File: config.mk
export PLATFORM = sky130hd
export DESIGN_NAME = ram_rd_streamer
export DESIGN_NICKNAME = d
export VERILOG_FILES = /design/src/rtl/ram_rd_streamer.sv
export SDC_FILE = /design/constraint.sdc
export NUM_CORES = 1
export LEC_CHECK = 0
export ABC_AREA = 1
export BUFFER_PORTS_ARGS = -buffer_cell sky130_fd_sc_hd__buf_2
export CORE_ASPECT_RATIO = 0.6
export CORE_MARGIN = 3
export CORE_UTILIZATION = 25
export DETAILED_ROUTE_END_ITERATION = 10
export PLACE_DENSITY = 0.37
export RECOVER_POWER = 50
export SLEW_MARGIN = 20
export SYNTH_ARGS = -nofsm -noshare
export SYNTH_HDL_FRONTEND = slang
export SYNTH_SLANG_ARGS = --single-unit
File: constraint.sdc
create_clock -name clk -period 4.5 [get_ports clk]
set_input_delay 0.9 -clock clk [delete_from_list [all_inputs] [get_ports clk]]
set_output_delay 0.9 -clock clk [all_outputs]
set_load 0.005 [all_outputs]
File: src/rtl/ram_rd_streamer.sv
// Read master for one RAM port: turns a (start address, length) command into a
// burst of sequential reads and re-times the fixed-latency data into a valid/ready stream.
module ram_rd_streamer #(
  parameter int DATA_WIDTH = 32,
  parameter int ADDR_WIDTH = 8,
  parameter int RD_LATENCY = 2,
  parameter int BUF_DEPTH  = 4
) (
  input  logic                  clk,
  input  logic                  rst_n,
  input  logic                  start,
  input  logic [ADDR_WIDTH-1:0] start_addr,
  input  logic [ADDR_WIDTH:0]   len,
  output logic                  busy,
  output logic                  done,
  output logic                  ram_en,
  output logic [ADDR_WIDTH-1:0] ram_addr,
  input  logic [DATA_WIDTH-1:0] ram_rd_data,
  output logic                  out_valid,
  input  logic                  out_ready,
  output logic [DATA_WIDTH-1:0] out_data,
  output logic                  out_last
);

  localparam int PTR_W = $clog2(BUF_DEPTH);
  localparam int CNT_W = $clog2(BUF_DEPTH + 1);
  localparam logic [CNT_W-1:0] BUF_FULL = CNT_W'(BUF_DEPTH);

  if (RD_LATENCY != 1 && RD_LATENCY != 2) begin : g_bad_latency
    $fatal(1, "ram_rd_streamer: RD_LATENCY must be 1 or 2");
  end
  if (BUF_DEPTH < RD_LATENCY + 1) begin : g_bad_depth
    $fatal(1, "ram_rd_streamer: BUF_DEPTH must be at least RD_LATENCY+1");
  end

  typedef enum logic [1:0] {S_IDLE, S_ISSUE, S_DRAIN} state_t;

  state_t                r_state;
  state_t                w_state_nxt;
  logic [ADDR_WIDTH-1:0] r_addr;
  logic [ADDR_WIDTH:0]   r_remain;
  logic [CNT_W-1:0]      r_credits;
  logic                  r_done;
  logic                  w_done_nxt;
  logic [RD_LATENCY-1:0] r_tag_vld;
  logic [RD_LATENCY-1:0] r_tag_last;

  logic [DATA_WIDTH-1:0] r_buf_data [BUF_DEPTH];
  logic [BUF_DEPTH-1:0]  r_buf_last;
  logic [PTR_W-1:0]      r_wr_ptr;
  logic [PTR_W-1:0]      r_rd_ptr;
  logic [CNT_W-1:0]      r_count;

  logic w_accept;
  logic w_issue;
  logic w_last_issue;
  logic w_push;
  logic w_pop;
  logic w_final_hs;

  function automatic logic [PTR_W-1:0] next_ptr(input logic [PTR_W-1:0] p);
    return (p == PTR_W'(BUF_DEPTH - 1)) ? '0 : p + PTR_W'(1);
  endfunction

  assign busy     = (r_state != S_IDLE);
  assign ram_en   = busy;
  assign ram_addr = r_addr;
  assign done     = r_done;

  assign out_valid  = (r_count != '0);
  assign out_data   = r_buf_data[r_rd_ptr];
  assign out_last   = r_buf_last[r_rd_ptr] & out_valid;
  assign w_pop      = out_valid & out_ready;
  assign w_final_hs = w_pop & out_last;

  // Tagged read data lands in the buffer in the same cycle the RAM presents it.
  assign w_push       = r_tag_vld[RD_LATENCY-1];
  assign w_last_issue = w_issue && (r_remain == (ADDR_WIDTH+1)'(1));

  always_comb begin
    w_state_nxt = r_state;
    w_done_nxt  = 1'b0;
    w_accept    = 1'b0;
    w_issue     = 1'b0;
    case (r_state)
      S_IDLE: begin
        if (start) begin
          if (len != '0) begin
            w_accept    = 1'b1;
            w_state_nxt = S_ISSUE;
          end else begin
            w_done_nxt = 1'b1;
          end
        end
      end
      S_ISSUE: begin
        // Credits cover every word that could still land in the buffer.
        if (r_credits < BUF_FULL) begin
          w_issue = 1'b1;
          if (r_remain == (ADDR_WIDTH+1)'(1)) w_state_nxt = S_DRAIN;
        end
      end
      S_DRAIN: begin
        if (w_final_hs) begin
          w_state_nxt = S_IDLE;
          w_done_nxt  = 1'b1;
        end
      end
      default: w_state_nxt = S_IDLE;
    endcase
  end

  always_ff @(posedge clk or negedge rst_n) begin
    if (!rst_n) begin
      r_state    <= S_IDLE;
      r_addr     <= '0;
      r_remain   <= '0;
      r_credits  <= '0;
      r_done     <= 1'b0;
      r_tag_vld  <= '0;
      r_tag_last <= '0;
    end else begin
      r_state    <= w_state_nxt;
      r_done     <= w_done_nxt;
      r_tag_vld  <= (r_tag_vld << 1) | RD_LATENCY'(w_issue);
      r_tag_last <= (r_tag_last << 1) | RD_LATENCY'(w_last_issue);
      if (w_accept) begin
        r_addr   <= start_addr;
        r_remain <= len;
      end else if (w_issue) begin
        r_addr   <= r_addr + ADDR_WIDTH'(1);
        r_remain <= r_remain - (ADDR_WIDTH+1)'(1);
      end
      case ({w_issue, w_pop})
        2'b10:   r_credits <= r_credits + CNT_W'(1);
        2'b01:   r_credits <= r_credits - CNT_W'(1);
        default: r_credits <= r_credits;
      endcase
    end
  end

  always_ff @(posedge clk or negedge rst_n) begin
    if (!rst_n) begin
      for (int i = 0; i < BUF_DEPTH; i++) r_buf_data[i] <= '0;
      r_buf_last <= '0;
      r_wr_ptr   <= '0;
      r_rd_ptr   <= '0;
      r_count    <= '0;
    end else begin
      if (w_push) begin
        r_buf_data[r_wr_ptr] <= ram_rd_data;
        r_buf_last[r_wr_ptr] <= r_tag_last[RD_LATENCY-1];
        r_wr_ptr             <= next_ptr(r_wr_ptr);
      end
      if (w_pop) r_rd_ptr <= next_ptr(r_rd_ptr);
      case ({w_push, w_pop})
        2'b10:   r_count <= r_count + CNT_W'(1);
        2'b01:   r_count <= r_count - CNT_W'(1);
        default: r_count <= r_count;
      endcase
    end
  end

`ifndef SYNTHESIS
  always @(posedge clk) begin
    if (rst_n && w_push && !w_pop)
      assert (r_count != BUF_FULL) else $error("ram_rd_streamer: buffer overflow");
  end
`endif

endmodule

==> reports/qor.txt, run 1 <==
status = finished with violations
failing checks = capacitance limit, slew limit
Slew @ Worst Pin = 2.155 ns
setup violators final = 0
Critical Path Source Type = primary input
post-route ant nets = 0
worst-path cell chain = clkbuf_2 > clkbuf_1
DRC viols = 0
drt pass-1 iters = 4
first-pass GRT wire length = 34160 µm
crit-path max FO = 79
maxcap violations = 1
Max-Slew Margin vs Limit = -43.70%
CTS Root Cell = clkbuf_16
top cell types by occurrence after synthesis = o21ai_0 (209), nand2_1 (176), dfrtp_1 (166)
synth unique cells = 33
sequential share of the synthesized area = 54.49%
Detailed Route WL = 21100 µm
Lkg Pwr = 4.317 nW
syn_nets = 962
DIE WIDTH = 231.4 µm
cell family with most CP delay = buffers and inverters
peak supply drop = 0.3021 mV
slowest CP cell = clkbuf_2
utilization after layout = 30.68%
Core Box Area = 29370 µm²
initial antenna violation count = 0
CP Capture Type = asynchronous set/reset pin
Post-synth ARST share = 100.0%
die footprint = 32690 µm²
# hold bufs at CTS = 0
RSZ-0062 raised after global routing = false
dpl ws = 1.746 ns
crit path kind = primary input to asynchronous set/reset pin
final slew viol count = 79
clk slew on worst S/H paths = 0.06 ns
max frequency = 310.5 MHz
CTS Buf Count = 17
PwrDens = 763.9 nW/µm²
ys flop type = dfrtp_1
Register Area = 4155 µm²
CTS Buffer Depth = 2
Synth top area share = 54.49%
number of global-route vias before repair = 5881
TritonCTS clock tree = yes
CTS H-tree lvls = 4
clock latency on the worst-skew pair = 0.44 ns
Layout Skew = 0.005667 ns
flops & latches, synth = 166
first-iteration detailed-routing DRC count = 500
Worst Hold Class = flop to flop
Starting Density = 25.96%
TritonCTS sink count = 166
cell count after placement = 1348
diodes inserted = 0
vias per cell = 4.366
count of final hold-check violations = 0
fillcell total = 3105
Layout area overhead = 18.20%
Worst EP arrival = 3.54 ns
most common cell in the netlist = o21ai_0
setup_tns = 0 ns
Synth area leaders = dfrtp_1 (54%), o21ai_0 (14%), nand2_1 (8.7%)
slowest stage delay, CP = 1.48 ns
largest net degree at the start of global routing = 80
DP Wirelength = 13190 µm
Post-Synthesis Cells = 897
IO Count = 98
setup repair bufs after CTS = 0
gp weighted congestion = 0.7185
grt ovf = 0
Synth Cell Area = 7624 µm²
Total Nets Final = 1032
count of flip-flops with a built-in enable after synthesis = 0
Tot GR Track Use = 13.53%
Tcrit/Tclk final = 71.58%
final setup margin = 1.279 ns
Port-buffer cells = 97
Tmin final = 3.221 ns
Mean Syn Cell Area = 8.499 µm²
WL/cell = 15.29 µm
final total power = 6.884 mW
Finished Layout Cells = 1380
top cell type by total area after synthesis = dfrtp_1
via count = 6025
WP data required = 4.82 ns
area of the multi-input gates = 2923 µm²
Post-CTS Resized = 0
worst path bufs/invs = 2
Die H = 141.3 µm
Warnings, synthesis = 0
Std-Cell Rows = 48
share of cells above drive strength 1 = 15.10%
cell families (layout without fill, tap and decap cells):
group | Yosys count | in the layout | share of synthesized area, %
fa+ha+maj | 12 | 12 | 2.166
simple gates | 328 | 328 | 17.54
flops | 166 | 166 | 54.49
xor+xnor | 7 | 7 | 0.8042
buf+inv | 127 | 210 | 7.205
compound gates | 257 | 257 | 17.79
registers in the layout, indices dropped and copies added (netlist names), 2 cells and up:
signal and flops:
r_count 3, r_tag_last 2, r_tag_vld 2, ram_addr 8, r_state 2, r_credits 3, r_rd_ptr 2, r_buf_data 128
r_wr_ptr 2, r_remain 9, r_buf_last 4
stage by stage:
stage	hold WS, ns	area [µm²]
detailed placement	0.3362	8434
finish	0.3481	9011
CTS	0.3501	9030
floorplan	0.3312	7624
global route	0.3534	9011
global placement	0.3347	8434
report_power, final:
| group | total, mW | internal [mW] | switching [mW] |
|---|---|---|---|
| Sequential | 2.61 | 2.22 | 0.396 |
| Clock | 1.50 | 0.864 | 0.633 |
| Combinational | 2.78 | 1.04 | 1.74 |
metal layers:
metal | GRT usage [%] | part of all wire, % | vias up
met5 | 0 | 0 | -
met4 | 3.616 | 0.94 | 0
met3 | 3.752 | 3.6 | 14
met2 | 18.59 | 41 | 83
met1 | 20.60 | 54 | 2823
li1 | - | - | 3105
cell type report:
| cell class | count | area share [%] |
|---|---|---|
| multi-input cells | 604 | 32.44 |
| clock inverters | 10 | 1.347 |
| inverters | 71 | 2.971 |
| flip-flops and latches | 166 | 46.11 |
| clock buffers | 22 | 5.262 |
| repair buffers | 107 | 6.318 |
| well taps | 400 | 5.554 |
worst paths after layout:
check	startpoint	endpoint	slack, ns	cells after the start
min in group asynchronous	rst_n	r_buf_data[49]$_DFFE_PN0P_	1.07	1
max	rst_n	r_buf_data[123]$_DFFE_PN0P_	1.28	2
max in group clk	r_rd_ptr[0]$_DFFE_PN0P_	out_data[24]	1.35	5
min reg2reg	r_tag_last[0]$_DFF_PN0_	r_tag_last[1]$_DFF_PN0_	0.35	0
min	r_tag_last[0]$_DFF_PN0_	r_tag_last[1]$_DFF_PN0_	0.35	0
max reg2reg	r_wr_ptr[0]$_DFFE_PN0P_	r_buf_last[0]$_DFFE_PN0P_	2.35	5
cells in the final DEF, fill, tap and decap left out, types with 2 or more instances in the layout:
master and instances:
o21ai_0 209, nand2_1 175, dfrtp_1 165, buf_2 96
nor2_1 86, inv_1 68, nand3_1 55, o22ai_1 32
clkbuf_16 17, ha_1 10, buf_4 8, o21ai_1 5
xor2_1 5, a21oi_1 4, clkinvlp_4 4, nand4_1 3
clkbuf_1 3, clkbuf_8 3, nor2_2 2, inv_2 2
nand2_2 2, xnor2_1 2, o21bai_1 2, fa_1 2
clkinv_4 2, bufinv_16 2
No activity file was read; power rests on OpenSTA's default activity.
==> run 2, diff against run 1 <==
Clock period 4.5 ns to 3 ns, I/O delays scaled along.
==> run 2 against run 1 <==
Against the previous run:
- the run still ends with capacitance limit, slew limit left
- global-route usage up 0.27 points
- register-to-register slack worse by 1.5 ns
- die area unchanged
- clock power up 64%
- sequential power up 51%
- flip-flop and latch count unchanged
- non-clock buffer count up 8
- critical path type is now flop to primary output
- sequential share of layout area down 0.66 points
- clock-buffer cell count down 3
==> reports/qor.txt, run 2 (synthesis results as in run 1) <==
Slew @ Worst Pin = 1.818 ns (-0.3374 ns)
top layer in use = met4
worst path bufs/invs = 2 (unchanged)
setup violators final = 0 (unchanged)
fillcell total = 3146 (+1.3%)
Core Box Area = 29370 µm² (unchanged)
CTS H-tree lvls = 4 (unchanged)
worst-path cell chain = buf_4 > o21ai_0 > o22ai_1 > buf_2
IO Count = 98 (unchanged)
max reg flops = 128 (unchanged)
PwrDens = 1165 nW/µm² (+53%)
Finished Layout Cells = 1388 (+0.58%)
Post-DP Area = 8544 µm² (+1.3%)
gp weighted congestion = 0.7017 (-2.3%)
Register Area = 4155 µm² (unchanged)
Most flops, register = r_buf_data
via count = 6090 (+1.1%)
design area = 9143 µm² (+1.5%)
vias per cell = 4.388 (+0.50%)
final slew viol count = 81 (+2.5%)
Met2 Routed Length = 8991 µm (+3.0%)
grt ovf = 0 (unchanged)
CP Capture Type = primary output
CTS Buffer Depth = 2 (unchanged)
Worst EP arrival = 1.90 ns (-1.64 ns)
CTS Buf Count = 17 (unchanged)
Layout Skew = 0.008195 ns (+0.002528 ns)
diodes inserted = 0 (unchanged)
Max-Slew Margin vs Limit = -21.45% (+22 points)
wl on met1 = 11410 µm (about the same)
first-pass GRT wire length = 35110 µm (+2.8%)
# hold bufs at CTS = 0 (unchanged)
Layout area overhead = 19.92%
clk slew on worst S/H paths = 0.06 ns (about the same)
status = finished with violations
WP data required = 2.40 ns (-2.42 ns)
DP Wirelength = 13870 µm (+5.2%)
Detailed Route WL = 21420 µm (+1.5%)
share of cells above drive strength 1 = 15.79% (+0.69 points)
Tcrit/Tclk final = 83.29%
Post-CTS Resized = 0 (unchanged)
RSZ-0062 raised after global routing = false
number of global-route vias before repair = 6103 (+3.8%)
TritonCTS sink count = 166 (unchanged)
maxcap violations = 2 (+1)
met3 wire length = 772 µm (+2.0%)
largest net degree at the start of global routing = 67 (-16%)
cell family with most CP delay = buffers and inverters
post-route ant nets = 0 (unchanged)
DRC viols = 0 (unchanged)
WL/cell = 15.43 µm (+0.95%)
CP startpoint = r_rd_ptr[0]$_DFFE_PN0P_
Worst Hold Class = flop to flop
Port-buffer cells = 97 (unchanged)
Critical Path Source Type = flop
clock latency on the worst-skew pair = 0.44 ns (about the same)
hold path startpoint = r_tag_last[0]$_DFF_PN0_
drt pass-1 iters = 4 (unchanged)
area of the multi-input gates = 2914 µm² (-0.30%)
Tot GR Track Use = 13.80% (+0.27 points)
setup repair bufs after CTS = 0 (unchanged)
max frequency = 400.2 MHz
crit-path max FO = 46 (-42%)
first-iteration detailed-routing DRC count = 466 (-6.8%)
commonest cells after routing, fill and taps aside = o21ai_0 (209), nand2_1 (174), dfrtp_1 (165), buf_2 (96), nor2_1 (86)
DIE WIDTH = 231.4 µm (unchanged)
setup_tns = 0 ns (unchanged)
die footprint = 32690 µm² (unchanged)
Total Nets Final = 1040 (+0.78%)
Std-Cell Rows = 48 (unchanged)
Tmin final = 2.499 ns
failing checks = capacitance limit, slew limit
CTS Root Cell = clkbuf_16
Lkg Pwr = 4.391 nW (+1.7%)
TritonCTS clock tree = yes
Die H = 141.3 µm (unchanged)
slowest stage delay, CP = 0.43 ns (-1.05 ns)
crit path kind = flop to primary output
cell count after placement = 1356 (+0.59%)
Worst R2R Start = r_wr_ptr[0]$_DFFE_PN0P_
count of final hold-check violations = 0 (unchanged)
initial antenna violation count = 0 (unchanged)
peak supply drop = 0.5049 mV (+67%)
slowest CP cell = buf_4
most common cell after layout, fill and taps aside = o21ai_0
Starting Density = 25.96% (unchanged)
run 2: cell types whose count changed in the layout (fill, tap and decap cells not counted), sizes merged:
cell and change:
buf +5, bufinv +3, clkinv +1, inv -1
run 2: metrics by stage:
step	hold slack (ns)	power (mW)	setup slack [ns]	util [%]
2_1_floorplan	0.3044	6.703	1.095	-
3_3_place_gp	0.3359	8.361	0.8591	29.09
3_5_place_dp	0.3364	8.361	0.8541	29.09
4_1_cts	0.1486	10.89	0.4505	31.30
5_1_grt	0.3706	11.72	0.2524	31.13
6_report	0.3534	10.65	0.5012	31.13
run 2: layout make-up:
| type | count | share of cell area (%) |
|---|---|---|
| clock buffers | 19 | 4.845 |
| clock inverters | 13 | 2.231 |
| inverters | 71 | 2.929 |
| multi-input cells | 604 | 31.87 |
| flip-flops and latches | 166 | 45.45 |
| well taps | 400 | 5.474 |
| repair buffers | 115 | 7.199 |
run 2: final timing paths:
path	endpoint	slack, ns	cells after the start
setup / recovery	out_data[23]	0.50	4
hold / removal	r_tag_last[1]$_DFF_PN0_	0.35	0
setup reg to reg	r_buf_last[0]$_DFFE_PN0P_	0.82	5
hold reg to reg	r_tag_last[1]$_DFF_PN0_	0.35	0
max in group asynchronous	r_credits[1]$_DFFE_PN0P_	0.79	2
min in group asynchronous	r_buf_data[83]$_DFFE_PN0P_	0.55	1
run 2: layer usage:
layer / GRT usage (%) / vias up
li1: - / 3114
met1: 20.49 / 2887
met2: 19.88 / 71
met3: 3.371 / 18
met4: 3.811 / 0
met5: 0 / -
run 2: power by group:
part,switching [mW],internal (mW)
registers,0.613,3.32
clock network,0.960,1.50
logic,2.62,1.64
